## src/rtl/mac_accumulator_pkg.sv

```systemverilog
// Shared MAC definitions: datapath widths and the accumulator FSM encoding,
// exported so the MAC controller can decode the busy phases.
package mac_accumulator_pkg;

    localparam int MACC_DATA_WIDTH = 16;
    localparam int MACC_CNT_WIDTH  = 6;

    localparam logic [1:0] MACC_IDLE  = 2'b00;
    localparam logic [1:0] MACC_ACCUM = 2'b01;
    localparam logic [1:0] MACC_DONE  = 2'b10;

    // Run length encoded in a term-count field; zero stands for the full 2^w terms.
    function automatic int macc_run_length(input int field, input int cnt_width);
        return (field == 0) ? (1 << cnt_width) : field;
    endfunction

endpackage

```

## src/rtl/mac_sat.sv

```systemverilog
// Combinational signed saturation from a wide guarded value down to OUT_WIDTH,
// with an indicator that the value had to be clipped.
module mac_sat #(
    parameter int IN_WIDTH  = 22,
    parameter int OUT_WIDTH = 16
) (
    input  logic [IN_WIDTH-1:0]  din,
    output logic [OUT_WIDTH-1:0] dout,
    output logic                 clip
);

    localparam int GUARD = IN_WIDTH - OUT_WIDTH + 1;

    logic                  sign;
    logic [GUARD-1:0]      guard_diff;
    logic [OUT_WIDTH-1:0]  pos_max;
    logic [OUT_WIDTH-1:0]  neg_min;

    assign sign    = din[IN_WIDTH-1];
    assign pos_max = {1'b0, {(OUT_WIDTH-1){1'b1}}};
    assign neg_min = {1'b1, {(OUT_WIDTH-1){1'b0}}};

    // The value fits only if every bit from the output MSB upward equals the sign.
    genvar gi;
    generate
        for (gi = 0; gi < GUARD; gi++) begin : g_guard
            assign guard_diff[gi] = din[OUT_WIDTH-1+gi] ^ sign;
        end
    endgenerate

    assign clip = |guard_diff;

    always_comb begin
        dout = din[OUT_WIDTH-1:0];
        if (clip) begin
            dout = sign ? neg_min : pos_max;
        end
    end

endmodule

```

## src/rtl/mac_accumulator.sv

```systemverilog
// Accumulate stage behind the MAC multiplier: sums a programmed number of
// Q2.14 products in a guarded register and emits the saturated result.
module mac_accumulator
    import mac_accumulator_pkg::*;
#(
    parameter int DATA_WIDTH = MACC_DATA_WIDTH,
    parameter int CNT_WIDTH  = MACC_CNT_WIDTH
) (
    input  logic                  clk,
    input  logic                  rst_n,
    input  logic                  start,
    input  logic [CNT_WIDTH-1:0]  num_terms,
    input  logic                  prod_valid,
    input  logic [DATA_WIDTH-1:0] prod_in,
    output logic                  prod_ready,
    output logic                  busy,
    output logic [DATA_WIDTH-1:0] acc_out,
    output logic                  acc_valid,
    output logic                  sat_flag
);

    localparam int ACC_WIDTH = DATA_WIDTH + CNT_WIDTH;
    localparam logic [CNT_WIDTH-1:0] CNT_ONE = CNT_WIDTH'(1);

    logic [1:0]            state_reg, state_next;
    logic [CNT_WIDTH-1:0]  num_reg;
    logic [CNT_WIDTH-1:0]  cnt_reg;
    logic [CNT_WIDTH-1:0]  cnt_last;
    logic [ACC_WIDTH-1:0]  acc_reg;
    logic [ACC_WIDTH-1:0]  acc_sum;
    logic [ACC_WIDTH-1:0]  prod_ext;
    logic [DATA_WIDTH-1:0] acc_out_reg;
    logic                  acc_valid_reg;
    logic                  sat_flag_reg;
    logic                  handshake;
    logic                  last_term;
    logic [DATA_WIDTH-1:0] sat_dout;
    logic                  sat_clip;

    assign handshake = prod_valid && (state_reg == MACC_ACCUM);
    // A zero count wraps to all-ones here, which is exactly the 2^CNT_WIDTH case.
    assign cnt_last  = num_reg - CNT_ONE;
    assign last_term = handshake && (cnt_reg == cnt_last);
    assign prod_ext  = {{CNT_WIDTH{prod_in[DATA_WIDTH-1]}}, prod_in};
    assign acc_sum   = acc_reg + prod_ext;

    // Saturate the sum including the current product so the result is ready
    // in the same cycle the FSM enters DONE.
    mac_sat #(
        .IN_WIDTH  (ACC_WIDTH),
        .OUT_WIDTH (DATA_WIDTH)
    ) u_sat (
        .din  (acc_sum),
        .dout (sat_dout),
        .clip (sat_clip)
    );

    always_comb begin
        state_next = state_reg;
        case (state_reg)
            MACC_IDLE:  if (start) state_next = MACC_ACCUM;
            MACC_ACCUM: if (last_term) state_next = MACC_DONE;
            MACC_DONE:  state_next = MACC_IDLE;
            default:    state_next = MACC_IDLE;
        endcase
    end

    always_ff @(posedge clk or negedge rst_n) begin
        if (!rst_n) begin
            state_reg     <= MACC_IDLE;
            num_reg       <= '0;
            cnt_reg       <= '0;
            acc_reg       <= '0;
            acc_out_reg   <= '0;
            acc_valid_reg <= 1'b0;
            sat_flag_reg  <= 1'b0;
        end else begin
            state_reg     <= state_next;
            acc_valid_reg <= 1'b0;
            case (state_reg)
                MACC_IDLE: begin
                    if (start) begin
                        num_reg      <= num_terms;
                        cnt_reg      <= '0;
                        acc_reg      <= '0;
                        sat_flag_reg <= 1'b0;
                    end
                end
                MACC_ACCUM: begin
                    if (handshake) begin
                        acc_reg <= acc_sum;
                        cnt_reg <= cnt_reg + CNT_ONE;
                    end
                    if (last_term) begin
                        acc_out_reg   <= sat_dout;
                        sat_flag_reg  <= sat_clip;
                        acc_valid_reg <= 1'b1;
                    end
                end
                default: ;
            endcase
        end
    end

    assign prod_ready = (state_reg == MACC_ACCUM);
    assign busy       = (state_reg == MACC_ACCUM) || (state_reg == MACC_DONE);
    assign acc_out    = acc_out_reg;
    assign acc_valid  = acc_valid_reg;
    assign sat_flag   = sat_flag_reg;

endmodule
```

## config.mk

```make
export PLATFORM = sky130hd
export DESIGN_NAME = mac_accumulator
export DESIGN_NICKNAME = d
export VERILOG_FILES = /design/src/rtl/mac_accumulator_pkg.sv /design/src/rtl/mac_sat.sv /design/src/rtl/mac_accumulator.sv
export SDC_FILE = /design/constraint.sdc
export NUM_CORES = 1
export LEC_CHECK = 0
export CORE_MARGIN = 2
export CORE_UTILIZATION = 24
export CTS_CLUSTER_DIAMETER = 40
export DETAILED_ROUTE_END_ITERATION = 8
export GPL_ROUTABILITY_DRIVEN = 0
export PLACE_DENSITY = 0.41
export SKIP_CTS_REPAIR_TIMING = 1
export SLEW_MARGIN = 20
export SYNTH_ARGS = -nofsm -noshare
export SYNTH_HDL_FRONTEND = slang
export SYNTH_HIERARCHICAL = 1
export SYNTH_SLANG_ARGS = --single-unit
```

## constraint.sdc

```tcl
create_clock -name clk -period 4.55 [get_ports clk]
set_input_delay 0.91 -clock clk [delete_from_list [all_inputs] [get_ports clk]]
set_output_delay 0.91 -clock clk [all_outputs]
set_load 0.05 [all_outputs]
```

After elaboration in Yosys (flattened, before gate mapping)

Cells that the tools add are included.

Add/subtract/negate cells: 3
Eq/ne operators: 6
Mux-type cells: 16
Bitwise gates (word level): 6
Reductions and logical operators: 11

Operators with widths:

| operator              | count |
|---|---|
| $mux W22              | 2 |
| $pmux W22 S2          | 1 |
| $mux W16              | 2 |
| $add A22 B22 Y22      | 1 |
| $mux W6               | 2 |
| $pmux W6 S2           | 1 |
| $add A6 B1 Y6 const B | 1 |
| $eq A6 B6 Y1          | 1 |
| $reduce_and A2 Y1     | 3 |
| $reduce_and A3 Y1     | 2 |
| $reduce_or A6 Y1      | 1 |
| $sub A6 B1 Y6 const B | 1 |
| $xor A1 B1 Y1         | 6 |
| $mux W1               | 4 |
| $mux W2               | 2 |
| $ne A2 B1 Y1 const B  | 2 |
| $pmux W2 S2           | 1 |
| $eq A2 B1 Y1 const B  | 1 |
| $eq A2 B2 Y1 const B  | 1 |
| $logic_and A1 B1 Y1   | 2 |
| $logic_not A2 Y1      | 1 |
| $ne A2 B2 Y1 const B  | 1 |
| $pmux W1 S2           | 1 |
| $reduce_bool A2 Y1    | 1 |
| $logic_or A1 B1 Y1    | 1 |

Flip-flop bits (word level): 54
Input bits: 26
Output and inout bits: 20
Logic and storage cells: 49

Depth between registers and ports, before layout

Depth in word-level cells: 5
Depth in mapped cells: 19
Depth with buffers taken out: 17

Hierarchy

The synthesis kept the hierarchy.

By module, submodules not included:

| module          | instances | cells an instance | area each (um2) |
|---|---|---|---|
| mac_accumulator | 1         | 351               | 3522.1 |
| mac_sat         | 1         | 46                | 394.1 |

Worst setup path after synthesis

Ideal clock, no wire load.

Kind: input-to-reg
From: input prod_in[0]
To: register sat_flag_reg (netlist: sat_flag)
Library setup time: 0.139 ns
Data arrival time: 3.892 ns
Path slack: 0.519 ns
Stages: 19
Buffers on the path: 2
Path through: ha_1 -> inv_1 -> fa_1 -> nor2b_1 -> o21ai_2 -> a21oi_4 -> o21ai_4 -> a2111oi_4 -> o41ai_2 -> xnor2_1 -> or4_4 -> buf_6 -> buf_12 -> nor4_2 -> a21oi_1 -> nand2_1 -> mux2i_1 -> nand2_1 -> o221ai_1

Longest elaborated chain between the ends: 5
Elaborated cells between the ends (all ways): 10
Classes of those cells: add/sub: 1; mux: 2; bitwise: 6; reduce/logical: 1

Ends and longest elaborated chain:

| item                   | line                  | RTL |
|---|---|---|
| start: declaration     | mac_accumulator.sv:14 | `input logic [DATA_WIDTH-1:0] prod_in,` |
| $add A22 B22 Y22       | mac_accumulator.sv:45 | `assign acc_sum = acc_reg + prod_ext;` |
| via acc_sum[18]        | mac_accumulator.sv:30 | `logic [ACC_WIDTH-1:0] acc_sum;` |
| $xor A1 B1 Y1          | mac_sat.sv:27         | `assign guard_diff[gi] = din[OUT_WIDTH-1+gi] ^ sign;` |
| $reduce_or A6 Y1       | mac_sat.sv:31         | `assign clip = \|guard_diff;` |
| via sat_clip           | mac_accumulator.sv:38 | `logic sat_clip;` |
| $mux W1                | mac_accumulator.sv:94 | `if (last_term) begin` |
| $pmux W1 S2            | mac_accumulator.sv:80 | `case (state_reg)` |
| end signal: assignment | mac_accumulator.sv:96 | `sat_flag_reg <= sat_clip;` |
| end: declaration       | mac_accumulator.sv:34 | `logic sat_flag_reg;` |

The timed path passes the listed nets, and every way through them passes these cells. The select of a mux whose other input is x is not followed.
A chain may end at the register's enable or synchronous reset.

Worst setup path after layout

From: input prod_in[0]
To: register acc_out_reg[1] (netlist: acc_out[1])

Longest elaborated chain between the ends: 4
Elaborated cells between the ends (all ways): 10
Classes of those cells: add/sub: 1; mux: 2; bitwise: 6; reduce/logical: 1

Ends and longest elaborated chain:

| item                   | line                  | RTL |
|---|---|---|
| $add A22 B22 Y22       | mac_accumulator.sv:45 |  |
| via acc_sum[18]        | mac_accumulator.sv:30 |  |
| $xor A1 B1 Y1          | mac_sat.sv:27         |  |
| $reduce_or A6 Y1       | mac_sat.sv:31         |  |
| $mux W16               | mac_sat.sv:35         | `if (clip) begin` |
| via sat_dout[1]        | mac_accumulator.sv:37 | `logic [DATA_WIDTH-1:0] sat_dout;` |
| end signal: assignment | mac_accumulator.sv:95 | `acc_out_reg <= sat_dout;` |
| end: declaration       | mac_accumulator.sv:32 | `logic [DATA_WIDTH-1:0] acc_out_reg;` |

The timed path passes the listed nets, and every way through them passes these cells.

==> out/metrics.yaml <==
dr.pass1.iters: 4
endpoint_kind: "register"
whs_ps: 475
grt_pass1_vias: 3270
fin_ws_ps: 251
n_fill_cell: 1683
worstPathRequired_ps: 4740
yosys_warnings: 6
worst_pin_slew_ps: 936
tns_ps: 0
leakage_nw: 2.01
cts_tree: "built"
fin_nets: 500
antenna_cells: 0
final_area_um2: 4840
maxSlewHeadroom_pct: 37.6
grt_pass1_wl_mm: 17.5
viasPerCell: 4.84
dp_hpwl_mm: 7.71
cts_htree_levels: 2
overflow: 0
min_period_ps: 4300
clock_path_buffers: 2
yosysUniqueCellTypes: 63
first_iter_violations: 71
final-seq-area_um2: 1350
cp_max_fo: 4
path_class: "in -> reg"
ys_async_sr_fraction_pct: 100
multi_input_area_um2: 2400
wl_per_cell_um: 15.9
die_h_um: 132
row_count: 46
largest_reg_flops: 22
io_pins: 46
post-place-ws_ps: -35.1
antenna_found_initial: 0
start_kind: "input pin"
power_mw: 3.48
synth_edf_count: 0
clk_latency_ps: 300
clock-root-buffer: "clkbuf_16"
design.core.area_um2: 15900
chipWidth_um: 132
drt-total-wl_mm: 10.5
slew_violations: 0
clock-sinks: 54
fin_skew_ps: 4.13
rsz0062_at_grt: "false"
pwr_density_cell_nw_per_um2: 719
hold_violations: 0
ys_seq_area_share_pct: 34.5
grt_max_degree: 55
numCtsBuffers: 5
fmax_ghz: 0.233
avgSynthCellArea_um2: 9.86
syn-num-nets: 450
ys_seq_elements: 54
fp.dieArea_um2: 17400
finalSetupViolations: 0
period_share_pct: 94.5
synth_flop_cell: "dfrtp_1"
hold_class: "reg -> reg"
cts.clk_slew.worst_paths_ps: 70
peakVddDrop_mv: 0.224
gr-usage-all-layers_pct: 12.4
drive_above_1_share_pct: 17.0
critPathArrivalTime_ps: 4490
initial_core_util_pct: 24.6
maxCapViolations: 0
vias: 3209
drtAntennaViolNets: 0
syn_area_um2: 3920
drc: 0
placed_area_um2: 4680
io_buffers: 45
outcome: "finished clean"
syn2layout_area_growth_pct: 23.5
postSynthCellCount: 397
-- cell usage in the layout, fill, tap and decap left out, types with 11 or more instances in the layout --
cell / instances
a21oi_1: 16
a22o_1: 14
buf_4: 15
clkdlybuf4s50_1: 44
dfrtp_1: 54
ha_1: 25
inv_1: 16
mux2_2: 23
nand2_1: 33
nand3_1: 13
nor2_1: 23
o2bb2ai_1: 15
xnor2_1: 17
xor2_1: 11
-- power breakdown --
| group | total (mW) | internal, mW | switching [mW] |
|---|---|---|---|
| Combinational | 2.30 | 0.897 | 1.40 |
| Clock | 0.386 | 0.202 | 0.184 |
| Sequential | 0.794 | 0.668 | 0.126 |
| Total | 3.48 | 1.77 | 1.71 |
-- per-stage QoR --
| step | util, % | cells |
|---|---|---|
| after floorplan | - | 397 |
| after global placement | 29.4 | 655 |
| after detailed placement | 29.4 | 655 |
| after CTS | 30.2 | 662 |
| after global routing | 30.3 | 663 |
| final | 30.3 | 663 |
-- routing by layer --
layer / vias up / wire length (um) / global-route usage (%)
li1: 1576 / - / -
met5: - / 0 / 0
met4: 0 / 112 / 2.90
met1: 1571 / 5070 / 16.5
met2: 52 / 5040 / 21.0
met3: 10 / 324 / 2.38
-- cell type report --
class                   count  share of cell area, %
clock inverters             1                  0.155
flip-flops and latches     54                   27.9
repair buffers             63                   12.8
inverters                  16                   1.24
clock buffers               6                   2.66
well taps                 216                   5.59
multi-input cells         307                   49.6
-- worst paths after layout --
check                                             from                 endpoint  slack (ps)  cells after the start
worst max-delay path                        prod_in[0]   acc_out[1]$_DFFE_PN0P_         250                     15
worst min-delay path            acc_reg[2]$_DFFE_PN0P_   acc_reg[2]$_DFFE_PN0P_         470                      2
worst max register to register  acc_reg[0]$_DFFE_PN0P_   acc_out[1]$_DFFE_PN0P_        1030                     14
worst min register to register  acc_reg[2]$_DFFE_PN0P_   acc_reg[2]$_DFFE_PN0P_         470                      2
max in group asynchronous                        rst_n  acc_out[15]$_DFFE_PN0P_        3260                      2
min in group asynchronous                        rst_n  acc_reg[10]$_DFFE_PN0P_         740                      2
-- cell families after synthesis --
group	after synthesis	share of synthesized area, %
buf+inv	37	4.70
mux	24	6.87
simple gates	121	17.3
xor+xnor	28	6.26
compound gates	106	21.6
flops	54	34.5
fa+ha+maj	27	8.82
-- worst max-delay path: stages --
cell and delay, ps:
clkdlybuf4s50_1 510, ha_2 190, inv_1 50, fa_1 390
nor2b_1 160, o21ai_2 90, a21oi_4 170, o21ai_4 90
a2111oi_4 340, o41ai_2 120, xnor2_1 180, or4_2 710
nor4_1 200, o2bb2ai_1 110, mux2_2 260
-- cells in the mapped netlist, types with 4 or more instances --
library cell / n / share of area (%)
or3_1: 4 / 0.64
inv_1: 16 / 1.5
nor2_1: 23 / 2.2
nor4_2: 10 / 3.2
dfrtp_1: 54 / 35
a21o_1: 9 / 1.7
a22o_1: 14 / 3.1
mux2_2: 23 / 6.6
ha_1: 26 / 8.3
o2bb2ai_1: 15 / 3.4
nor2b_1: 4 / 0.64
nand2_1: 33 / 3.2
nand4_1: 6 / 0.96
xor2_1: 11 / 2.5
o211ai_1: 5 / 0.96
nor4_1: 7 / 1.1
nor3_1: 6 / 0.77
buf_2: 6 / 0.77
xnor2_1: 17 / 3.8
clkbuf_1: 8 / 0.77
nand3_1: 13 / 1.7
a31oi_1: 4 / 0.64
o21ai_0: 9 / 1.2
a21oi_1: 16 / 2.0
Note: power is estimated with default switching activity, not from simulation.
